==> src/rtl/pzbcm_stream_mux_pkg.sv <==
// Shared types and helpers for the stream multiplexer.
//   state_e       : packet-lock state (IDLE, LOCKED)
//   select_t      : decoded select {hit, index}
//   decode_select : turns a raw select word into an input index
package pzbcm_stream_mux_pkg;

  localparam int MAX_ENTRIES = 32;
  localparam int MAX_INDEX_WIDTH = 5;

  typedef enum logic {
    IDLE   = 1'b0,
    LOCKED = 1'b1
  } state_e;

  typedef struct packed {
    logic                       hit;
    logic [MAX_INDEX_WIDTH-1:0] index;
  } select_t;

  // One-hot: lowest set bit wins. Binary: out-of-range index selects nothing.
  function automatic select_t decode_select(
    input logic [MAX_ENTRIES-1:0] select,
    input int                     entries,
    input bit                     one_hot
  );
    select_t result;
    result = '0;
    if (one_hot) begin
      for (int i = MAX_ENTRIES - 1; i >= 0; i--) begin
        if ((i < entries) && select[i]) begin
          result.hit   = 1'b1;
          result.index = MAX_INDEX_WIDTH'(i);
        end
      end
    end else if (select < MAX_ENTRIES'(entries)) begin
      result.hit   = 1'b1;
      result.index = select[MAX_INDEX_WIDTH-1:0];
    end
    return result;
  endfunction

endpackage

==> src/rtl/pzbcm_selector.sv <==
// Binary-indexed payload multiplexer.
//   i_index : binary index of the entry to forward
//   i_data  : unpacked array of ENTRIES payloads
//   o_data  : selected payload, '0 when the index is out of range
module pzbcm_selector #(
  parameter type TYPE        = logic [7:0],
  parameter int  ENTRIES     = 2,
  localparam int INDEX_WIDTH = $clog2(ENTRIES)
) (
  input  logic [INDEX_WIDTH-1:0] i_index,
  input  TYPE                    i_data [ENTRIES],
  output TYPE                    o_data
);

  always_comb begin
    o_data = '0;
    for (int i = 0; i < ENTRIES; i++) begin
      if (i_index == INDEX_WIDTH'(i)) begin
        o_data = i_data[i];
      end
    end
  end

endmodule

==> src/rtl/pzbcm_stream_mux_slice.sv <==
// Output register slice for the stream multiplexer, carrying {data, last}.
//   i_clk, i_rst_n     : clock, synchronous active-low reset
//   i_valid/o_ready/i_data : upstream side (i_valid must already be qualified by o_ready)
//   o_valid/i_ready/o_data : downstream side
// Build option PZBCM_STREAM_MUX_SKID_EN: 2-entry skid buffer with a registered o_ready.
// Default build: single register whose o_ready follows i_ready combinationally.
module pzbcm_stream_mux_slice #(
  parameter int WIDTH = 9
) (
  input  logic             i_clk,
  input  logic             i_rst_n,
  input  logic             i_valid,
  output logic             o_ready,
  input  logic [WIDTH-1:0] i_data,
  output logic             o_valid,
  input  logic             i_ready,
  output logic [WIDTH-1:0] o_data
);

  logic             valid_q;
  logic [WIDTH-1:0] data_q;

  assign o_valid = valid_q;
  assign o_data  = data_q;

`ifdef PZBCM_STREAM_MUX_SKID_EN
  logic             skid_valid_q;
  logic [WIDTH-1:0] skid_data_q;

  // Ready comes straight from a flop, so i_ready never reaches upstream.
  assign o_ready = !skid_valid_q;

  always_ff @(posedge i_clk) begin
    if (!i_rst_n) begin
      valid_q      <= 1'b0;
      data_q       <= '0;
      skid_valid_q <= 1'b0;
      skid_data_q  <= '0;
    end else if (!valid_q || i_ready) begin
      // Main stage free this cycle: drain the skid entry first to keep order.
      if (skid_valid_q) begin
        valid_q      <= 1'b1;
        data_q       <= skid_data_q;
        skid_valid_q <= 1'b0;
      end else begin
        valid_q <= i_valid && o_ready;
        if (i_valid && o_ready) begin
          data_q <= i_data;
        end
      end
    end else if (i_valid && o_ready) begin
      // Main stage stalled: park the beat accepted under the old ready.
      skid_valid_q <= 1'b1;
      skid_data_q  <= i_data;
    end
  end
`else
  assign o_ready = !valid_q || i_ready;

  always_ff @(posedge i_clk) begin
    if (!i_rst_n) begin
      valid_q <= 1'b0;
      data_q  <= '0;
    end else if (i_valid && o_ready) begin
      valid_q <= 1'b1;
      data_q  <= i_data;
    end else if (i_ready) begin
      valid_q <= 1'b0;
    end
  end
`endif

endmodule

==> src/rtl/pzbcm_stream_mux.sv <==
// Packet-aware N:1 stream multiplexer. The select is sampled only between packets;
// once a non-final beat is accepted the chosen input stays locked until its last beat.
//   i_clk, i_rst_n  : clock, synchronous active-low reset
//   i_select        : one-hot (ONE_HOT=1) or binary (ONE_HOT=0) input select
//   i_valid/o_ready/i_data/i_last : per-input stream ports
//   o_valid/i_ready/o_data/o_last : merged output stream
//   o_locked        : high while a packet is in progress
// Build option PZBCM_STREAM_MUX_SKID_EN selects the skid-buffer output slice.
module pzbcm_stream_mux
  import pzbcm_stream_mux_pkg::*;
#(
  parameter int  WIDTH        = 8,
  parameter type TYPE         = logic [WIDTH-1:0],
  parameter int  ENTRIES      = 2,
  parameter int  ONE_HOT      = 1,
  localparam int INDEX_WIDTH  = $clog2(ENTRIES),
  localparam int SELECT_WIDTH = (ONE_HOT != 0) ? ENTRIES : INDEX_WIDTH
) (
  input  logic                    i_clk,
  input  logic                    i_rst_n,
  input  logic [SELECT_WIDTH-1:0] i_select,
  input  logic [ENTRIES-1:0]      i_valid,
  output logic [ENTRIES-1:0]      o_ready,
  input  TYPE                     i_data [ENTRIES],
  input  logic [ENTRIES-1:0]      i_last,
  output logic                    o_valid,
  input  logic                    i_ready,
  output TYPE                     o_data,
  output logic                    o_last,
  output logic                    o_locked
);

  localparam int DATA_WIDTH = $bits(TYPE);

  state_e                  state_q, state_d;
  logic [INDEX_WIDTH-1:0]  index_q, index_d;
  logic [MAX_ENTRIES-1:0]  select_ext;
  select_t                 select_dec;
  logic                    eff_hit;
  logic [INDEX_WIDTH-1:0]  eff_index;
  logic                    slice_ready;
  logic                    in_valid;
  logic                    in_last;
  TYPE                     mux_data;
  logic [DATA_WIDTH:0]     slice_in;
  logic [DATA_WIDTH:0]     slice_out;

  always_comb begin
    select_ext                 = '0;
    select_ext[SELECT_WIDTH-1:0] = i_select;
    select_dec                 = decode_select(select_ext, ENTRIES, ONE_HOT != 0);
  end

  always_comb begin
    if (state_q == LOCKED) begin
      eff_hit   = 1'b1;
      eff_index = index_q;
    end else begin
      eff_hit   = select_dec.hit;
      eff_index = select_dec.index[INDEX_WIDTH-1:0];
    end
  end

  // Gating with i_rst_n keeps every ready low while reset is asserted.
  always_comb begin
    o_ready = '0;
    if (i_rst_n && eff_hit && slice_ready) begin
      o_ready[eff_index] = 1'b1;
    end
  end

  // At most one ready bit is set, so reductions pick the selected input's flags.
  assign in_valid = |(i_valid & o_ready);
  assign in_last  = |(i_last & o_ready);

  pzbcm_selector #(
    .TYPE    (TYPE),
    .ENTRIES (ENTRIES)
  ) u_binary_mux (
    .i_index (eff_index),
    .i_data  (i_data),
    .o_data  (mux_data)
  );

  always_comb begin
    state_d = state_q;
    index_d = index_q;
    if (in_valid) begin
      if (in_last) begin
        state_d = IDLE;
      end else if (state_q == IDLE) begin
        state_d = LOCKED;
        index_d = eff_index;
      end
    end
  end

  always_ff @(posedge i_clk) begin
    if (!i_rst_n) begin
      state_q <= IDLE;
      index_q <= '0;
    end else begin
      state_q <= state_d;
      index_q <= index_d;
    end
  end

  assign o_locked = (state_q == LOCKED);
  assign slice_in = {mux_data, in_last};

  pzbcm_stream_mux_slice #(
    .WIDTH (DATA_WIDTH + 1)
  ) u_slice (
    .i_clk   (i_clk),
    .i_rst_n (i_rst_n),
    .i_valid (in_valid),
    .o_ready (slice_ready),
    .i_data  (slice_in),
    .o_valid (o_valid),
    .i_ready (i_ready),
    .o_data  (slice_out)
  );

  assign o_data = slice_out[DATA_WIDTH:1];
  assign o_last = slice_out[0];

endmodule

==> config.mk <==
export PLATFORM = sky130hd
export DESIGN_NAME = pzbcm_stream_mux
export DESIGN_NICKNAME = d
export VERILOG_FILES = /design/src/rtl/pzbcm_stream_mux_pkg.sv /design/src/rtl/pzbcm_selector.sv /design/src/rtl/pzbcm_stream_mux_slice.sv /design/src/rtl/pzbcm_stream_mux.sv
export SDC_FILE = /design/constraint.sdc
export NUM_CORES = 1
export LEC_CHECK = 0
export BUFFER_PORTS_ARGS = -buffer_cell sky130_fd_sc_hd__buf_2
export CORE_ASPECT_RATIO = 0.8
export CORE_UTILIZATION = 30
export CTS_CLUSTER_SIZE = 8
export DETAILED_ROUTE_END_ITERATION = 7
export SLEW_MARGIN = 20
export SYNTH_ARGS = -nofsm -noshare
export SYNTH_HDL_FRONTEND = slang
export SYNTH_HIERARCHICAL = 1
export SYNTH_SLANG_ARGS = --single-unit
==> constraint.sdc <==
create_clock -name i_clk -period 1.7 [get_ports i_clk]
set_input_delay 0.17 -clock i_clk [delete_from_list [all_inputs] [get_ports i_clk]]
set_output_delay 0.17 -clock i_clk [all_outputs]
set_load 0.05 [all_outputs]
==> tab_implementation.tex, run 1 <==
\begin{tabular}{lr}
\hline
Metric & Value \\
\hline
\multicolumn{2}{l}{\textbf{Critical path}} \\
\quad Register-to-register path setup slack & approximately 0.080 ns \\
\quad Endpoint of the lowest-slack register-to-register path & u\_slice/o\_data[0]\$\_SDFFE\_PN0P\_ \\
\quad Length in cells of the worst reg-to-reg path & 5 \\
\quad Worst path top cell family by delay & simple AND/OR/NAND/NOR gates \\
\quad Buffers \& Inverters on Critical Path & 1 \\
\quad CP Launch Point & o\_locked\$\_SDFFE\_PN0P\_ \\
\quad Cell with the biggest individual delay on the critical path & or3b\_4 \\
\quad Data required time at the worst endpoint & approximately 1.5 ns \\
\quad Critical Path, Cell by Cell & or3b\_4 -> a21oi\_4 -> clkbuf\_4 \\
\quad Arr. time, crit path & 1.47 ns \\
\quad Critical Path Start Type & register \\
\quad Launch point of the worst reg-to-reg path & o\_locked\$\_SDFFE\_PN0P\_ \\
\quad Crit-path max FO & 8 \\
\quad Maximum single-stage delay on the critical path & slightly below 0.4 ns \\
\quad Type of the setup path with the least slack & reg -> out \\
\quad Critical path capture point type & output pin \\
\multicolumn{2}{l}{\textbf{Placed design}} \\
\quad Total placed instance area & between 900 and 1000 sq um \\
\quad Placer's final routability congestion estimate & 0.750 \\
\quad Post-Place Cells & 133 \\
\quad Dpl hpwl & around 1200 um \\
\quad Port buffer count & 37 \\
\multicolumn{2}{l}{\textbf{Global route}} \\
\quad Pin count of the biggest net entering global routing & 22 \\
\quad Number of antenna violations at the first check in global routing & 0 \\
\quad Via count of the first global-routing pass & about 550 \\
\quad GRT Total Usage & about an eighth \\
\quad Remaining Overflow, GRT & 0 \\
\quad Wire length of the first global-routing pass & $\sim$2400 um \\
\multicolumn{2}{l}{\textbf{STA}} \\
\quad Total count of max-transition violations in the final report & 0 \\
\quad Fraction of the cycle the final worst path needs & between 90 and 100\% \\
\quad Number of hold violations in the final report & 0 \\
\quad Post-route minimum period & approximately 1.6 ns \\
\quad Slew at the pin with the worst max-slew slack & roughly 0.26 ns \\
\quad Clock Skews & $\sim$0.0033 ns \\
\quad Max transition margin & 83.0\% \\
\quad Final setup violation count & 0 \\
\quad Unrepaired setup endpoints after global routing & no \\
\quad Smallest hold slack & a little over 0.2 ns \\
\quad Upper clock frequency limit & roughly 600 MHz \\
\multicolumn{2}{l}{\textbf{Worst hold path}} \\
\quad Hold wc startpoint & i\_ready \\
\quad Count of cells along the worst hold path & 3 \\
\quad Path class of the lowest-slack min-delay path & in -> reg \\
\quad Endpoint, Worst Hold & u\_slice/o\_valid\$\_SDFFE\_PN0P\_ \\
\multicolumn{2}{l}{\textbf{Pwr}} \\
\quad VDD IR-drop max & $\sim$0.46 mV \\
\quad Power density over the cells & $\sim$860 nW/um\^{}2 \\
\quad Pleak & 0.480 nW \\
\quad Flop pwr share & around 38\% \\
\quad Switching power & approximately 0.29 mW \\
\quad Clock group share of total power & between 20\% and 30\% \\
\quad Comb pwr share & between 30\% and 40\% \\
\quad Pwr Total & about 0.85 mW \\
\quad Switching part of the total & between 30 and 40\% \\
\quad Power Internal & around 0.56 mW \\
\multicolumn{2}{l}{\textbf{Synthesis}} \\
\quad Mux share of post-synthesis cell area & 30.6\% \\
\quad Post-synthesis instance area & approximately 720 sq um \\
\quad Parity-gate share of the synthesized area counting xor and xnor cells & 0\% \\
\quad Synthesized Nets & 98 \\
\quad Combinational family with the most area after synthesis & multiplexers \\
\quad Area share of fa/ha/maj cells after synthesis & 0\% \\
\quad Fraction of the mapped netlist area in simple logic gates & between 20\% and 30\% \\
\quad Cells after synthesis & 73 \\
\quad Count of yosys warnings during synthesis & 6 \\
\quad Synthesized area divided by synthesized cell count & around 10 sq um \\
\quad Unique masters post-synth & 23 \\
\quad Flops \& latches, synth & 12 \\
\quad Post-synthesis sequential area ratio & approximately a third \\
\quad Share of the synthesized area in compound gates (AO/OA/AOI/OAI) & between 10\% and 20\% \\
\multicolumn{2}{l}{\textbf{Die}} \\
\quad Area enclosed by the die boundary & about 2600 sq um \\
\quad Core box area & around 2200 sq um \\
\quad X dimension of the die & 56.8 um \\
\quad Initial Util & around 33\% \\
\quad Number of I/O pins & 38 \\
\quad Vertical extent of the die & 45.8 um \\
\quad Number of rows in the core area & 15 \\
\multicolumn{2}{l}{\textbf{Finish}} \\
\quad Final Non-Filler Cells & 137 \\
\quad Fillcell total & between 200 and 250 \\
\quad Post-layout utilization of the core & roughly 44\% \\
\quad Post-layout net count & roughly 140 \\
\quad Share of post-route cells with drive strength above 1 & around half \\
\quad Total non-filler cell area in the finished layout & $\sim$980 sq um \\
\quad Diode count & 0 \\
\quad P\&R area growth vs syn & 35.9\% \\
\multicolumn{2}{l}{\textbf{Clocking}} \\
\quad Clock-pin transition on the worst setup and hold timing paths & 0.07 ns \\
\quad Largest buffer count on any clock path & 2 \\
\quad CTS Sinks & 12 \\
\quad TritonCTS Buffers & 3 \\
\quad Count of H-tree levels built during CTS & 1 \\
\quad Root Buffer Master & clkbuf\_4 \\
\quad TritonCTS clock tree & done \\
\quad Source-to-sink clock delay at the later pin of the worst-skew pair & 0.27 ns \\
\quad Cts hold-fix bufs & 0 \\
\multicolumn{2}{l}{\textbf{Detailed routing}} \\
\quad Routed via count & 633 \\
\quad Avg Vias per Cell & roughly 4.6 \\
\quad Iteration-0 DRC count of the detailed router & 11 \\
\quad First-pass iteration count of the detailed router & 6 \\
\quad Detail Route Antenna Nets & 0 \\
\quad DRC violation count after routing & 2 \\
\quad Sum of routed wire length over all layers & roughly 1400 um \\
\quad Routed length per placed instance & between 10 and 15 um \\
\multicolumn{2}{l}{\textbf{Flow run}} \\
\quad Max capacitance violation total & 0 \\
\multicolumn{2}{l}{\textbf{Run status}} \\
\quad Run status & finished with violations \\
\quad Violations in the final reports & DRC \\
\hline
\end{tabular}
==> logic make-up after synthesis <==
| kind of cell | count (synthesis) |
|---|---|
| AOI/OAI and AO/OA | 7 |
| buffers and inverters | 6 |
| DFF | 12 |
| muxes | 18 |
| and+or+nand+nor | 30 |
==> metrics by stage <==
stage / TNS (ns) / setup WS, ns
6_report: 0 / 0.0557
5_1_grt: 0 / 0.00411
4_1_cts: 0 / 0.0123
3_5_place_dp: 0 / 0.0838
3_3_place_gp: 0 / 0.128
2_1_floorplan: -1.46 / -0.162
==> worst reg2reg max path, delay by kind of cell, from the launching register on <==
kind	cells	cell delay [ns]
flops	1	0.37
mux	1	0.21
compound gates	2	0.34
simple gates	2	0.63
==> final cells by class <==
type	instances	area (sq um)	share of cell area, %
repair buffers	39	215	22.0
inverters	2	7.51	0.766
well taps	25	31.3	3.19
flip-flops and latches	12	244	24.9
clock buffers	4	36.3	3.70
multi-input cells	55	445	45.5
==> power groups by stage <==
stage | Combinational, mW | Sequential (mW) | Clock (mW)
2_1_floorplan | 0.161 | 0.404 | 0
3_3_place_gp | 0.304 | 0.327 | 0
6_report | 0.305 | 0.322 | 0.220
4_1_cts | 0.308 | 0.322 | 0.233
5_1_grt | 0.324 | 0.326 | 0.247
3_5_place_dp | 0.307 | 0.329 | 0
==> worst max path at each step <==
stage	to	slack [ns]	cells past startpoint
6_report	o_ready[1]	0.06	3
5_1_grt	u_slice/o_data[1]$_SDFFE_PN0P_	0.004	5
4_1_cts	o_ready[1]	0.01	3
3_5_place_dp	u_slice/o_data[1]$_SDFFE_PN0P_	0.08	5
3_3_place_gp	u_slice/o_data[1]$_SDFFE_PN0P_	0.13	5
2_1_floorplan	u_slice/o_data[0]$_SDFFE_PN0P_	-0.16	6
==> synthesized netlist by cell type (all sizes together) <==
cell | count | area share, %
nand2 | 22 | 11
dfxtp | 12 | 33
mux2i | 10 | 14
mux2 | 8 | 17
buf | 4 | 4.9
a21oi | 2 | 3.5
a22o | 2 | 3.6
inv | 2 | 1.0
nand2b | 2 | 2.8
a21boi | 1 | 1.0
a31oi | 1 | 0.87
and2 | 1 | 1.2
and3 | 1 | 0.87
nor2 | 1 | 0.52
nor3 | 1 | 0.69
o21a | 1 | 1.0
or2b | 1 | 1.0
or3b | 1 | 1.6
==> registers in the layout, indices dropped and copies added, names as in the netlist <==
| name | cells |
|---|---|
| u_slice/o_valid | 1 |
| u_slice/o_data | 9 |
| o_locked | 1 |
| index_q | 1 |
==> placed cells by master (no fill, tap or decap) <==
cell,netlist,routed
a21boi_0,1,1
a21oi_4,1,2
a22o_1,1,1
a22o_4,1,1
a31oi_1,1,1
and2_4,1,1
and3_1,1,1
buf_12,0,1
buf_2,1,36
buf_4,1,1
clkbuf_4,0,4
clkbuf_8,0,1
dfxtp_1,12,11
dfxtp_4,0,1
inv_1,2,2
mux2_4,8,8
mux2i_1,10,10
nand2_1,22,22
nand2b_1,1,1
nand2b_4,1,1
nor2_1,1,1
nor3_1,1,1
o21a_1,1,1
or2b_1,1,1
or3b_4,1,1
==> layer usage <==
metal | up-vias | track usage (%) | share of wire [%]
met3 | 3 | 3.41 | 3.6
met1 | 290 | 14.7 | 43
li1 | 327 | - | -
met4 | 0 | 4.39 | 0.77
met2 | 13 | 20.7 | 52
met5 | - | 0 | 0
==> repair_timing <==
action / CTS / global route
gates resized for setup: 0 / 1
setup buffers: 0 / 0
setup endpoints to repair: 0 / 1
hold endpoints to repair: 0 / 0
No activity file was read; power rests on OpenSTA's default activity.
==> run 2: changes to the inputs <==
SETUP_SLACK_MARGIN = 0.5   (was not set)
==> run 2 against run 1 <==
  * The run still ends with DRC left
  * Hold slack got worse by 0.021 ns
  * Register-to-register slack about the same
  * Sequential share of layout area decreased by 1.8 points
  * Largest power group is now combinational cells
  * Wire length up 17%
  * Global-route usage is 1.7 points higher
  * Critical path type is now reg -> reg
  * Non-clock buffer count grew 7
  * First-iteration DRC count fell by 18%
  * Cell count grew 5.8%
  * Critical path depth increased by 2
  * Combinational power is 16% higher
  * Clock power increased by 6%
==> tab_implementation.tex, run 2 (synthesized netlist as in run 1, its figures left out) <==
\begin{tabular}{lr}
\hline
Metric & Value \\
\hline
\multicolumn{2}{l}{\textbf{Die}} \\
\quad Area enclosed by the die boundary & 2600 sq um \\
\quad Number of rows in the core area & 15 \\
\quad Initial Util & roughly a third \\
\quad Core box area & between 2000 and 2500 sq um \\
\quad Vertical extent of the die & 45.8 um \\
\quad X dimension of the die & around 57 um \\
\quad Number of I/O pins & 38 \\
\multicolumn{2}{l}{\textbf{Pwr}} \\
\quad Pleak & $\sim$0.53 nW \\
\quad Pwr Total & approximately 0.9 mW \\
\quad Power density over the cells & about 860 nW/um\^{}2 \\
\quad VDD IR-drop max & 0.337 mV \\
\multicolumn{2}{l}{\textbf{Critical path}} \\
\quad CP Launch Point & o\_locked\$\_SDFFE\_PN0P\_ \\
\quad Buffers \& Inverters on Critical Path & 0 \\
\quad Arr. time, crit path & between 1.5 and 2 ns \\
\quad Critical path capture point type & register \\
\quad Worst path top cell family by delay & simple AND/OR/NAND/NOR gates \\
\quad Maximum single-stage delay on the critical path & 0.39 ns \\
\quad Launch point of the worst reg-to-reg path & o\_locked\$\_SDFFE\_PN0P\_ \\
\quad Type of the setup path with the least slack & reg -> reg \\
\quad Critical Path, Cell by Cell & or3b\_4 -> a21oi\_4 -> a22o\_4 -> and2\_4 -> mux2i\_1 \\
\quad Crit-path max FO & 5 \\
\quad Data required time at the worst endpoint & between 1.5 and 2 ns \\
\quad Critical Path Start Type & register \\
\quad Cell with the biggest individual delay on the critical path & or3b\_4 \\
\multicolumn{2}{l}{\textbf{Finish}} \\
\quad Max reg flops & 9 \\
\quad Most frequent standard cell in the layout excluding fill and tap cells & buf\_2 \\
\quad Share of post-route cells with drive strength above 1 & a little under three fifths \\
\quad Area occupied by registers & around 250 sq um \\
\quad Post-layout utilization of the core & a little under half \\
\quad P\&R area growth vs syn & 47.0\% \\
\quad Area taken by multi-input logic gates & roughly 450 sq um \\
\quad Post-layout net count & $\sim$150 \\
\quad Final Non-Filler Cells & 145 \\
\quad Total non-filler cell area in the finished layout & 1060 sq um \\
\quad Most used cells in the layout excluding fill and tap cells & 35 x buf\_2, 22 x nand2\_1, 10 x mux2i\_1, 10 x dfxtp\_1, 8 x mux2\_4 \\
\quad Diode count & 0 \\
\quad Fillcell total & between 200 and 250 \\
\multicolumn{2}{l}{\textbf{STA}} \\
\quad Total count of max-transition violations in the final report & 0 \\
\quad Unrepaired setup endpoints after global routing & yes \\
\quad Slew at the pin with the worst max-slew slack & between 0.2 and 0.3 ns \\
\quad Number of hold violations in the final report & 0 \\
\quad Final worst slack & approximately 0.076 ns \\
\quad Final setup violation count & 0 \\
\quad Upper clock frequency limit & about 620 MHz \\
\quad Clock Skews & between 0.004 and 0.005 ns \\
\quad Max transition margin & $\sim$83\% \\
\quad Final TNS setup & 0 ns \\
\quad Post-route minimum period & 1.62 ns \\
\quad Fraction of the cycle the final worst path needs & a little over nine tenths \\
\quad Smallest hold slack & around 0.19 ns \\
\multicolumn{2}{l}{\textbf{Detailed routing}} \\
\quad Sum of routed wire length over all layers & 1680 um \\
\quad Avg Vias per Cell & 4.57 \\
\quad Routed length per placed instance & 11.6 um \\
\quad DRC violation count after routing & 2 \\
\quad Routed via count & roughly 660 \\
\quad First-pass iteration count of the detailed router & 5 \\
\quad Detail Route Antenna Nets & 0 \\
\quad Iteration-0 DRC count of the detailed router & 9 \\
\multicolumn{2}{l}{\textbf{Clocking}} \\
\quad TritonCTS Buffers & 3 \\
\quad TritonCTS clock tree & done \\
\quad Largest buffer count on any clock path & 2 \\
\quad CTS Sinks & 12 \\
\quad Clock-pin transition on the worst setup and hold timing paths & $\sim$0.080 ns \\
\quad Cts hold-fix bufs & 0 \\
\quad Count of H-tree levels built during CTS & 1 \\
\quad Root Buffer Master & clkbuf\_4 \\
\quad Source-to-sink clock delay at the later pin of the worst-skew pair & between 0.2 and 0.3 ns \\
\multicolumn{2}{l}{\textbf{Global route}} \\
\quad Pin count of the biggest net entering global routing & 22 \\
\quad Number of antenna violations at the first check in global routing & 0 \\
\quad Via count of the first global-routing pass & 611 \\
\quad GRT Total Usage & between 10\% and 20\% \\
\quad Wire length of the first global-routing pass & 2660 um \\
\quad Remaining Overflow, GRT & 0 \\
\multicolumn{2}{l}{\textbf{Run status}} \\
\quad Violations in the final reports & DRC \\
\quad Run status & finished with violations \\
\multicolumn{2}{l}{\textbf{Placed design}} \\
\quad Total placed instance area & $\sim$940 sq um \\
\quad Dpl hpwl & around 1100 um \\
\quad Port buffer count & 37 \\
\quad Placer's final routability congestion estimate & between 0.8 and 0.9 \\
\quad Setup WS pre-CTS & 0.0674 ns \\
\quad Post-Place Cells & around 130 \\
\multicolumn{2}{l}{\textbf{Flow run}} \\
\quad Max capacitance violation total & 0 \\
\multicolumn{2}{l}{\textbf{Worst hold path}} \\
\quad Path class of the lowest-slack min-delay path & in -> reg \\
\quad Hold wc startpoint & i\_ready \\
\hline
\end{tabular}
-- run 2: cell types whose count changed in the layout (fill, tap and decap cells not counted) --
cell / delta
inv_1: -1
buf_2: -1
dfxtp_1: -1
and2_4: +1
dfxtp_2: +1
inv_2: +1
clkbuf_4: -1
buf_4: +5
a21boi_0: -1
buf_6: +4
a21boi_1: +1
-- run 2: final timing paths --
| kind | end | slack (ns) | depth (start not counted) |
|---|---|---|---|
| worst max register to register | u_slice/o_data[5]$_SDFFE_PN0P_ | 0.08 | 5 |
| worst max-delay path | u_slice/o_data[5]$_SDFFE_PN0P_ | 0.08 | 5 |
| worst min register to register | u_slice/o_data[7]$_SDFFE_PN0P_ | 0.46 | 2 |
| worst min-delay path | u_slice/o_valid$_SDFFE_PN0P_ | 0.19 | 3 |
-- run 2: power breakdown --
group          total (mW)  leakage [nW]  switching [mW]  internal (mW)
Sequential          0.320        0.0988          0.0141          0.306
Clock               0.233        0.0210           0.103          0.131
Combinational       0.353         0.407           0.196          0.157
Total               0.906         0.527           0.313          0.593
-- run 2: layout make-up --
cell class / count / share of cell area [%]
Tap cell: 25 / 2.95
Timing Repair Buffer: 46 / 26.9
Sequential cell: 12 / 23.1
Inverter: 2 / 0.708
Multi-Input combinational cell: 56 / 42.9
Clock buffer: 4 / 3.42
-- run 2: what timing repair did --
action	4_1_cts	5_1_grt
pin swaps	2	0
setup buffers	5	2
gates resized for setup	7	1
endpoints found under the setup margin	14	14
cloned	1	0
-- run 2: worst reg2reg max path, delay by kind of cell, from the launching register on --
kind / cells / cell delay, ns
AOI/OAI and AO/OA: 2 / 0.37
muxes: 1 / 0.23
DFF: 1 / 0.36
and+or+nand+nor: 2 / 0.59
-- run 2: routing by layer --
layer  vias to the layer above  track usage, %  part of all wire, %
li1                        342               -                    -
met1                       299            14.8                   41
met2                        18            26.0                   52
met3                         3            4.83                  5.3
met4                         0            4.39                  1.1
met5                         -               0                    0
